### config.mk
export PLATFORM = sky130hd
export DESIGN_NAME = cpu_datapath
export DESIGN_NICKNAME = d
export VERILOG_FILES = /design/src/rtl/cpu_pkg.sv /design/src/rtl/cpu_datapath_alu.sv /design/src/rtl/cpu_datapath.sv
export SDC_FILE = /design/constraint.sdc
export NUM_CORES = 1
export LEC_CHECK = 0
export ABC_AREA = 1
export CORE_MARGIN = 1.5
export CORE_UTILIZATION = 54
export DETAILED_ROUTE_END_ITERATION = 10
export GPL_TIMING_DRIVEN = 0
export PLACE_DENSITY = 0.86
export SLEW_MARGIN = 15
export SYNTH_ARGS = -nofsm -noshare
export SYNTH_HDL_FRONTEND = slang
export SYNTH_HIERARCHICAL = 1
export SYNTH_SLANG_ARGS = --single-unit
### constraint.sdc
create_clock -name clk -period 4 [get_ports clk]
set_clock_uncertainty 0.05 [all_clocks]
set_input_delay 0.4 -clock clk [delete_from_list [all_inputs] [get_ports clk]]
set_output_delay 0.4 -clock clk [all_outputs]
set_load 0.02 [all_outputs]
### src/rtl/cpu_pkg.sv
// Shared definitions for the accumulator CPU datapath.
// Holds default widths, phase and opcode widths, and the opcode encoding
// used by the controller, the ALU and the datapath.
package cpu_pkg;

  localparam int DATA_W_DEF = 8;
  localparam int ADDR_W_DEF = 5;
  localparam int PHASE_W    = 3;
  localparam int OPC_W      = 3;

  typedef enum logic [OPC_W-1:0] {
    OP_HLT = 3'b000,
    OP_SKZ = 3'b001,
    OP_ADD = 3'b010,
    OP_AND = 3'b011,
    OP_XOR = 3'b100,
    OP_LDA = 3'b101,
    OP_STO = 3'b110,
    OP_JMP = 3'b111
  } opcode_e;

endpackage

### src/rtl/cpu_datapath_alu.sv
// Combinational ALU for the accumulator CPU.
// Ports:
//   opcode  - instruction opcode (IR top bits)
//   ac      - accumulator operand
//   data    - memory read data operand
//   alu_out - result; opcodes without an ALU function pass the accumulator
module alu
  import cpu_pkg::*;
#(
  parameter int DATA_W = DATA_W_DEF
) (
  input  logic [OPC_W-1:0]  opcode,
  input  logic [DATA_W-1:0] ac,
  input  logic [DATA_W-1:0] data,
  output logic [DATA_W-1:0] alu_out
);

  always_comb begin
    // NOTE: default assigned first so no path through the case leaves
    // alu_out unassigned, which would infer a latch.
    alu_out = ac;
    case (opcode_e'(opcode))
      OP_ADD:  alu_out = ac + data;   // carry out discarded
      OP_AND:  alu_out = ac & data;
      OP_XOR:  alu_out = ac ^ data;
      OP_LDA:  alu_out = data;
      default: alu_out = ac;
    endcase
  end

endmodule

### src/rtl/cpu_datapath.sv
// Accumulator CPU datapath: phase counter, PC, IR, AC, halt flag, address
// mux and memory interface. Strobes come from an external controller.
// Ports:
//   clk, rst           - clock, synchronous active-high reset
//   sel .. data_e      - controller strobes
//   mem_rdata          - memory read data
//   phase              - current instruction phase (registered)
//   opcode             - IR opcode field
//   zero               - accumulator is zero
//   mem_addr           - PC when sel=1, IR operand field otherwise
//   mem_rd, mem_wr     - copies of rd, wr
//   mem_wdata          - accumulator value, qualified by mem_wdata_oe
//   halted             - halt status (registered)
module cpu_datapath
  import cpu_pkg::*;
#(
  parameter int DATA_W = DATA_W_DEF,
  parameter int ADDR_W = ADDR_W_DEF
) (
  input  logic               clk,
  input  logic               rst,
  input  logic               sel,
  input  logic               rd,
  input  logic               ld_ir,
  input  logic               halt,
  input  logic               inc_pc,
  input  logic               ld_ac,
  input  logic               ld_pc,
  input  logic               wr,
  input  logic               data_e,
  input  logic [DATA_W-1:0]  mem_rdata,
  output logic [PHASE_W-1:0] phase,
  output logic [OPC_W-1:0]   opcode,
  output logic               zero,
  output logic [ADDR_W-1:0]  mem_addr,
  output logic               mem_rd,
  output logic               mem_wr,
  output logic [DATA_W-1:0]  mem_wdata,
  output logic               mem_wdata_oe,
  output logic               halted
);

  logic [ADDR_W-1:0] pc;
  logic [DATA_W-1:0] ir;
  logic [DATA_W-1:0] ac;
  logic [DATA_W-1:0] alu_out;

  alu #(.DATA_W(DATA_W)) u_alu (
    .opcode  (opcode),
    .ac      (ac),
    .data    (mem_rdata),
    .alu_out (alu_out)
  );

  // NOTE: all state uses non-blocking assignments so every register samples
  // the pre-edge values (e.g. PC loads from the old IR on the edge IR loads).
  always_ff @(posedge clk) begin
    if (rst) begin
      phase  <= '0;
      pc     <= '0;
      ir     <= '0;
      ac     <= '0;
      halted <= 1'b0;
    end else if (!halted) begin
      // The halting edge freezes the phase but still honours the other
      // strobes of that cycle; afterwards everything is frozen.
      if (halt) halted <= 1'b1;
      else      phase  <= phase + 1'b1;

      if (ld_pc)       pc <= ir[ADDR_W-1:0];
      else if (inc_pc) pc <= pc + 1'b1;

      if (ld_ir) ir <= mem_rdata;
      if (ld_ac) ac <= alu_out;
    end
  end

  assign opcode       = ir[DATA_W-1:DATA_W-OPC_W];
  assign zero         = (ac == '0);
  assign mem_addr     = sel ? pc : ir[ADDR_W-1:0];
  assign mem_rd       = rd;
  assign mem_wr       = wr;
  assign mem_wdata    = ac;
  assign mem_wdata_oe = data_e;

endmodule

==> flow_summary.toml, run 1 <==
[power]
p_per_area_mw_per_mm2 = 291.6
power_mw = 0.6594
power.leakage_nw = 1.029
vdd_drop_max_v = 0.0002513

[die]
die_area_mm2 = 0.003684
fp.coreArea_mm2 = 0.003103
die_height_um = 60.70
rows = 20
start_util = 0.5794
io_pins = 43
die_w_um = 60.70

[global_route]
overflow = 0
groute.usage.overall = 0.2668
antenna_found_initial = 0
grt_pass1_vias = 1745
grt_pass1_wl_mm = 7.383
grt_max_degree = 15

[cells_and_area]
diodes = 0
final_cells = 362
design_area_mm2 = 0.002261
syn_to_final_growth_pct = 25.75
fin_nets = 349
n_fill_cell = 289
utilization = 0.7286
drive_above_1_share = 0.1101

[worst_setup_path]
cp_max_fo = 6
critical_path.top_delay_family = "buffers and inverters"
critPathBufInv = 1
required_ns = 3.55
cp_slowest_stage_delay_ns = 0.60
cp_slowest_cell = "clkdlybuf4s50_1"
end_kind = "output pin"
path_cells = "nor4_1, and2_1, clkdlybuf4s50_1"
critPathKind = "reg -> out"
arrival_ns = 1.88
setup.worst_path.start_class = "register"

[routing]
met2_length_mm = 2.198
wl_per_cell_um = 12.49
top_layer = "met4"
drt-met1-wl_mm = 1.942
firstDrtPassIters = 5
antenna_left = 0
wl_mm = 4.520
route.detailed.drc = 0
viasPerCell = 5.202
vias = 1883
wl_met3_um = 276
dr.first_iter.drc_count = 121

[synth]
synthesis.area_mm2 = 0.001798
yosysTopAreaCell = "dfxtp_1"
ys_ff_latch = 25
avgSynthCellArea_um2 = 6.514
ys_warn_count = 6
ys_types = 32
async_flop_share = 0
yosysSeqAreaShare = 0.2784
synth_edf_count = 0
synth_top_area_share = 0.2784
synth_area_leaders = "dfxtp_1 28%, nand2_1 11%, nor2_1 9.6%, ha_1 7.0%, o21ai_0 7.0%"
synth_nets = 306
synthesis.instances = 276
synthFlopType = "dfxtp_1"

[timing]
hold_ws_ns = 0.4341
period_needed_ns = 2.332
fin_ws_ns = 1.668
fin_setup_tns_ns = 0
rsz0062_at_grt = "false"
maxSlewViolCount = 0
relSlewSlack = 0.7371
clock.fmax_mhz = 428.8
finalSetupViolCount = 0
post-route-period-util = 0.5830
hold_viol_final = 0
worst_pin_slew_ns = 0.3944

[run]
max_cap_violations = 0

[clock_tree]
clkLatencyLatePin_ns = 0.33
cts_buffer_depth = 2
cts_hold_buf = 0
htreeDepth = 1
cts_sinks = 25
root_buffer = "clkbuf_4"
clkTransAtPathRegs_ns = 0.14
tritoncts = "yes"
cts_buffers = 3
cts_setup_buffers = 0
cts_resized = 0

[placed_design]
placed_area_mm2 = 0.002233
dp_slack_ns = 1.537
numPortBuffers = 38
dp_hpwl_mm = 3.598
place_inst = 358
gp_congestion = 0.9443

[worst_hold_path]
hp-class = "reg -> reg"

[outcome]
outcome = "finished, final reports clean"
-- power by group --
part / total, mW / internal (mW) / switching (mW)
registers: 0.294 / 0.269 / 0.0250
clock network: 0.116 / 0.0376 / 0.0782
logic: 0.249 / 0.110 / 0.140
total: 0.659 / 0.416 / 0.243
-- registers in the layout (all words and copies together) (netlist names) --
register and flops:
mem_wdata 8, pc 5, halted 1, ir 8, phase 3
-- cell usage after synthesis (5+ instances only) --
| cell | count |
|---|---|
| a21oi_1 | 15 |
| nand2_1 | 54 |
| o21ai_0 | 25 |
| dfxtp_1 | 25 |
| nor2_4 | 5 |
| inv_2 | 5 |
| nand2_2 | 5 |
| buf_4 | 7 |
| o21ai_1 | 5 |
| nor2_1 | 46 |
| nand4_1 | 8 |
| ha_1 | 10 |
| inv_1 | 29 |
| nand3_1 | 15 |
-- worst min-delay path: cells and delay by family (launching register included) --
kind / cells / cell delay, ns
buf+inv: 1 / 0.06
flops: 1 / 0.34
compound gates: 1 / 0.06
-- final timing paths --
kind | startpoint | endpoint | slack, ns | cells after the start
setup / recovery | mem_wdata[1]$_SDFFE_PP0P_ | zero | 1.67 | 3
hold / removal | ir[1]$_SDFFE_PP0P_ | ir[1]$_SDFFE_PP0P_ | 0.43 | 2
setup reg to reg | mem_wdata[0]$_SDFFE_PP0P_ | mem_wdata[4]$_SDFFE_PP0P_ | 2.03 | 10
hold reg to reg | ir[1]$_SDFFE_PP0P_ | ir[1]$_SDFFE_PP0P_ | 0.43 | 2
-- layer usage --
metal,vias to the layer above,global-route usage
met5,-,0
met2,62,0.4685
met3,12,0.04904
met1,831,0.3211
met4,0,0.1056
li1,978,-
-- cell usage in the layout (no fill, tap or decap), types with 2 or more instances in the layout --
master | Yosys | routed
o21ai_1 | 5 | 5
a21oi_1 | 15 | 15
nor4_1 | 2 | 2
nand2_1 | 54 | 54
inv_1 | 29 | 29
dfxtp_1 | 25 | 25
nor2_1 | 46 | 46
clkbuf_4 | 0 | 3
ha_1 | 10 | 10
clkdlybuf4s50_1 | 0 | 38
inv_2 | 5 | 5
nand3_1 | 15 | 15
nand4_1 | 8 | 8
nor2_4 | 5 | 5
o21ai_0 | 25 | 25
clkbuf_1 | 2 | 2
a31oi_1 | 2 | 2
buf_4 | 7 | 7
nor2_2 | 2 | 2
nand2_2 | 5 | 5
-- cell families after synthesis --
logic type | after synthesis | synth area share
AOI/OAI and AO/OA | 50 | 0.1461
and+or+nand+nor | 144 | 0.3793
DFF | 25 | 0.2784
xor gates and xnor gates | 1 | 0.004872
adders and majority gates | 11 | 0.08072
buffers and inverters | 45 | 0.1106
-- layout make-up --
cell class | count | area, um^2 | share of cell area
clock buffers | 3 | 22.52 | 0.009961
clock inverters | 1 | 5.005 | 0.002214
well taps | 44 | 55.05 | 0.02435
flip-flops and latches | 25 | 500.5 | 0.2214
plain buffers | 10 | 65.06 | 0.02878
multi-input cells | 206 | 1099 | 0.4859
inverters | 35 | 133.9 | 0.05921
repair buffers | 38 | 380.4 | 0.1682
Note: power is estimated with default switching activity, not from simulation.
==> inputs of run 2 (changes only) <==
--- a/config.mk
+++ b/config.mk
@@ -7,10 +7,10 @@
 export LEC_CHECK = 0
 export ABC_AREA = 1
 export CORE_MARGIN = 1.5
-export CORE_UTILIZATION = 54
+export CORE_UTILIZATION = 50
 export DETAILED_ROUTE_END_ITERATION = 10
 export GPL_TIMING_DRIVEN = 0
-export PLACE_DENSITY = 0.86
+export PLACE_DENSITY = 0.8
 export SLEW_MARGIN = 15
 export SYNTH_ARGS = -nofsm -noshare
 export SYNTH_HDL_FRONTEND = slang
==> constraint.sdc (replaced) <==
create_clock -name clk -period 2.4 [get_ports clk]
set_clock_uncertainty 0.05 [all_clocks]
set_input_delay 0.24 -clock clk [delete_from_list [all_inputs] [get_ports clk]]
set_output_delay 0.24 -clock clk [all_outputs]
set_load 0.02 [all_outputs]
==> run 2 against run 1 <==
Net effect:
- cell count up 0.55%
- via count down 1.0%
- largest power group unchanged
- flip-flop and latch count unchanged
- sequential power up 67%
- combinational power up 67%
- clock-buffer cell count unchanged
- critical path depth unchanged
- hold slack better by 0.0030 ns
- worst setup slack worse by 1.3 ns
- core utilization down 6.1 points
- die area up 7.6%
==> flow_summary.toml, run 2 (synthesized netlist as in run 1, its figures left out) <==
[clock_tree]
cts_setup_buffers = 0
htreeDepth = 1
clkTransAtPathRegs_ns = 0.14
cts_buffers = 3
tritoncts = "yes"
cts_resized = 0
cts_buffer_depth = 2
cts_sinks = 25
cts_hold_buf = 0
clkLatencyLatePin_ns = 0.32
root_buffer = "clkbuf_4"

[timing]
period_needed_ns = 2.070
hold_viol_final = 0
worst_pin_slew_ns = 0.4045
post-route-period-util = 0.8623
maxSlewViolCount = 0
clock.fmax_mhz = 483.2
fin_setup_tns_ns = 0
hold_ws_ns = 0.4371
relSlewSlack = 0.7303
finalSetupViolCount = 0
rsz0062_at_grt = "false"

[routing]
wl_mm = 4.336
antenna_left = 0
viasPerCell = 5.121
wl_per_cell_um = 11.91
vias = 1864
route.detailed.drc = 0
firstDrtPassIters = 4
dr.first_iter.drc_count = 93

[cells_and_area]
mostFrequentLayoutCell = "nand2_1"
fin_nets = 349
final_cell_mix = "54 x nand2_1, 46 x nor2_1, 38 x clkdlybuf4s50_1"
diodes = 0
utilization = 0.6678
seqCellArea_um2 = 500.5
multi_input_area_mm2 = 0.001099
n_fill_cell = 310
syn_to_final_growth_pct = 25.89
design_area_mm2 = 0.002263
drive_above_1_share = 0.1101
final_cells = 364

[power]
power.leakage_nw = 1.029
p_per_area_mw_per_mm2 = 486.3
vdd_drop_max_v = 0.0003077

[global_route]
grt_pass1_wl_mm = 7.652
grt_max_degree = 15
antenna_found_initial = 0
groute.usage.overall = 0.2370
grt_pass1_vias = 1749
overflow = 0

[worst_hold_path]
hp-class = "reg -> reg"

[worst_setup_path]
arrival_ns = 1.78
setup.worst_path.start_class = "register"
cp_max_fo = 5
critPathKind = "reg -> out"
end_kind = "output pin"
required_ns = 2.11

[run]
max_cap_violations = 0

[placed_design]
numPortBuffers = 38
dp_hpwl_mm = 3.345
gp_congestion = 0.8840
placed_area_mm2 = 0.002236
place_inst = 360

[die]
die_height_um = 62.97
die_area_mm2 = 0.003965
io_pins = 43
rows = 21
start_util = 0.5305
fp.coreArea_mm2 = 0.003390
die_w_um = 62.97

[outcome]
outcome = "finished, final reports clean"
==> run 2: cell counts in the layout (fill, tap and decap cells not counted) <==
Identical to the previous run, type by type.
==> run 2: stage by stage <==
| step | total power [mW] | setup slack, ns |
|---|---|---|
| 3_3_place_gp | 0.9029 | 0.1120 |
| 4_1_cts | 1.105 | 0.2726 |
| 6_report | 1.101 | 0.3304 |
| 3_5_place_dp | 0.9095 | 0.09468 |
| 2_1_floorplan | 0.7615 | 0.5735 |
| 5_1_grt | 1.185 | 0.2183 |
==> run 2: worst paths after layout <==
| kind | startpoint | end | slack, ns | depth (start not counted) |
|---|---|---|---|---|
| max | mem_wdata[4]$_SDFFE_PP0P_ | zero | 0.33 | 3 |
| min | ir[1]$_SDFFE_PP0P_ | pc[1]$_SDFFE_PP0P_ | 0.44 | 2 |
| max reg2reg | mem_wdata[0]$_SDFFE_PP0P_ | mem_wdata[6]$_SDFFE_PP0P_ | 0.39 | 10 |
| min reg2reg | ir[1]$_SDFFE_PP0P_ | pc[1]$_SDFFE_PP0P_ | 0.44 | 2 |
==> run 2: worst max-delay path, cell delays in order (launching register included) <==
cell and delay [ns]:
dfxtp_1 0.39, nor4_1 0.31, and2_1 0.17, clkdlybuf4s50_1 0.59
==> run 2: final cells by class <==
cell class,count,share of cell area
Multi-Input combinational cell,206,0.4853
Sequential cell,25,0.2211
Timing Repair Buffer,38,0.1680
Inverter,35,0.05915
Buffer,10,0.02875
Tap cell,46,0.02543
Clock buffer,3,0.009950
Clock inverter,1,0.002211
==> run 2: report_power, final <==
part           internal (mW)  leakage [nW]  switching, mW
registers              0.449         0.207         0.0422
logic                  0.183         0.804          0.232
clock network         0.0624        0.0177          0.133
total                  0.694          1.03          0.406
==> run 2: routing by layer <==
metal	global-route usage	up-vias	share of wire
met1	0.3196	819	0.48
met4	0.07222	0	0.0046
met5	0	-	0
met2	0.3949	69	0.46
li1	-	974	-
met3	0.02703	2	0.054
==> inputs of run 3 (changes only) <==
--- a/config.mk
+++ b/config.mk
@@ -6,11 +6,13 @@
 export NUM_CORES = 1
 export LEC_CHECK = 0
 export ABC_AREA = 1
+export CORE_ASPECT_RATIO = 1.75
 export CORE_MARGIN = 1.5
-export CORE_UTILIZATION = 50
+export CORE_UTILIZATION = 51
+export CTS_BUF_LIST = sky130_fd_sc_hd__clkbuf_4 sky130_fd_sc_hd__clkbuf_8
 export DETAILED_ROUTE_END_ITERATION = 10
 export GPL_TIMING_DRIVEN = 0
-export PLACE_DENSITY = 0.8
+export PLACE_DENSITY = 0.82
 export SLEW_MARGIN = 15
 export SYNTH_ARGS = -nofsm -noshare
 export SYNTH_HDL_FRONTEND = slang
==> run 3 against run 2 <==
Net effect:
- register-to-register slack improved by 0.09 ns
- critical path type unchanged
- largest cell class unchanged
- hold slack got worse by 0.018 ns
- sequential power barely moved
- core utilization rose by 1.1 points
- largest power group unchanged
==> flow_summary.toml, run 3 (synthesized netlist as in run 1, its figures left out) <==
[placed_design]
numPortBuffers = 38
dp_hpwl_mm = 3.603
gp_congestion = 0.8718
place_inst = 359

[routing]
vias = 1878
wl_mm = 4.366
antenna_left = 0
viasPerCell = 5.174
wl_per_cell_um = 12.03
dr.first_iter.drc_count = 32
firstDrtPassIters = 4
route.detailed.drc = 0

[worst_setup_path]
cp_max_fo = 5
arrival_ns = 1.91
r2r_cells = 10
critPathKind = "reg -> out"
end_kind = "output pin"
setup.worst_path.start_class = "register"
required_ns = 2.11

[power]
vdd_drop_max_v = 0.0003005
power_frac_comb = 0.357
p_clk_frac = 0.219
p_int_mw = 0.7602
p_per_area_mw_per_mm2 = 506.0
power.leakage_nw = 1.037
seq_power_share = 0.424
netSwitchingFraction = 0.3421
switchingPower_mw = 0.3953

[timing]
hold_viol_final = 0
fin_setup_tns_ns = 0
period_needed_ns = 2.199
finalSetupViolCount = 0
rsz0062_at_grt = "false"
worst_pin_slew_ns = 0.4904
maxSlewViolCount = 0
clock.fmax_mhz = 454.8
relSlewSlack = 0.6700
post-route-period-util = 0.9162

[worst_hold_path]
holdPathStages = 2
hp-class = "reg -> reg"

[clock_tree]
cts_setup_buffers = 0
clkTransAtPathRegs_ns = 0.08
cts_sinks = 25
cts_hold_buf = 0
cts_buffer_depth = 2
clkLatencyLatePin_ns = 0.26
tritoncts = "yes"
htreeDepth = 1
cts_buffers = 3
root_buffer = "clkbuf_8"
cts_resized = 0

[cells_and_area]
mostFrequentLayoutCell = "nand2_1"
fin_nets = 349
utilization = 0.6789
diodes = 0
final_cell_mix = "54 x nand2_1, 46 x nor2_1, 38 x clkdlybuf4s50_1"
final_cells = 363
drive_above_1_share = 0.1101
syn_to_final_growth_pct = 27.00
n_fill_cell = 333

[die]
die_height_um = 81.55
start_util = 0.5346
fp.coreArea_mm2 = 0.003363
die_area_mm2 = 0.003905
io_pins = 43
die_w_um = 47.89
rows = 28

[outcome]
outcome = "finished, final reports clean"

[global_route]
grt_pass1_wl_mm = 7.362
overflow = 0
antenna_found_initial = 0
groute.usage.overall = 0.2541
grt_max_degree = 14
grt_pass1_vias = 1792

[run]
max_cap_violations = 0
run 3: metrics by stage:
step | power (mW) | setup WS [ns] | area (um^2) | hold slack [ns]
global route | 1.236 | 0.2340 | 2283 | 0.4454
global placement | 0.9032 | 0.1362 | 2235 | 0.4040
CTS | 1.163 | 0.2441 | 2283 | 0.4207
finish | 1.155 | 0.2010 | 2283 | 0.4189
floorplan | 0.7615 | 0.5735 | 1798 | 0.2591
detailed placement | 0.9121 | 0.1234 | 2235 | 0.4084
run 3: final timing paths:
| path | start | end | slack, ns |
|---|---|---|---|
| setup reg to reg | mem_wdata[0]$_SDFFE_PP0P_ | mem_wdata[6]$_SDFFE_PP0P_ | 0.48 |
| setup / recovery | mem_wdata[4]$_SDFFE_PP0P_ | zero | 0.20 |
| hold / removal | ir[1]$_SDFFE_PP0P_ | pc[1]$_SDFFE_PP0P_ | 0.42 |
| hold reg to reg | ir[1]$_SDFFE_PP0P_ | pc[1]$_SDFFE_PP0P_ | 0.42 |
run 3: area by class of cell:
type                            instances  area, um^2  share of cell area
Sequential cell                        25       500.5              0.2192
Multi-Input combinational cell        206        1099              0.4811
Tap cell                               45       56.30             0.02466
Timing Repair Buffer                   38       380.4              0.1666
Inverter                               35       133.9             0.05863
Clock buffer                            4       48.80             0.02137
Buffer                                 10       65.06             0.02849
run 3: critical path: stages, from the launching register on:
cell and delay (ns):
dfxtp_1 0.36, nor4_1 0.49, and2_1 0.19, clkdlybuf4s50_1 0.60
run 3: layer usage:
layer | wire length (um) | vias to the layer above | GRT usage
met1 | 1667 | 852 | 0.2480
met2 | 2502 | 50 | 0.4853
met3 | 115 | 6 | 0.02418
li1 | - | 970 | -
met5 | 0 | - | 0
met4 | 80 | 0 | 0.1216
run 3: power by group through the flow:
stage               Clock (mW)  Combinational [mW]  Sequential, mW
CTS                      0.260               0.414           0.490
global placement             0               0.405           0.499
finish                   0.253               0.413           0.490
detailed placement           0               0.413           0.499
floorplan                    0               0.252           0.510
global route             0.275               0.465           0.495
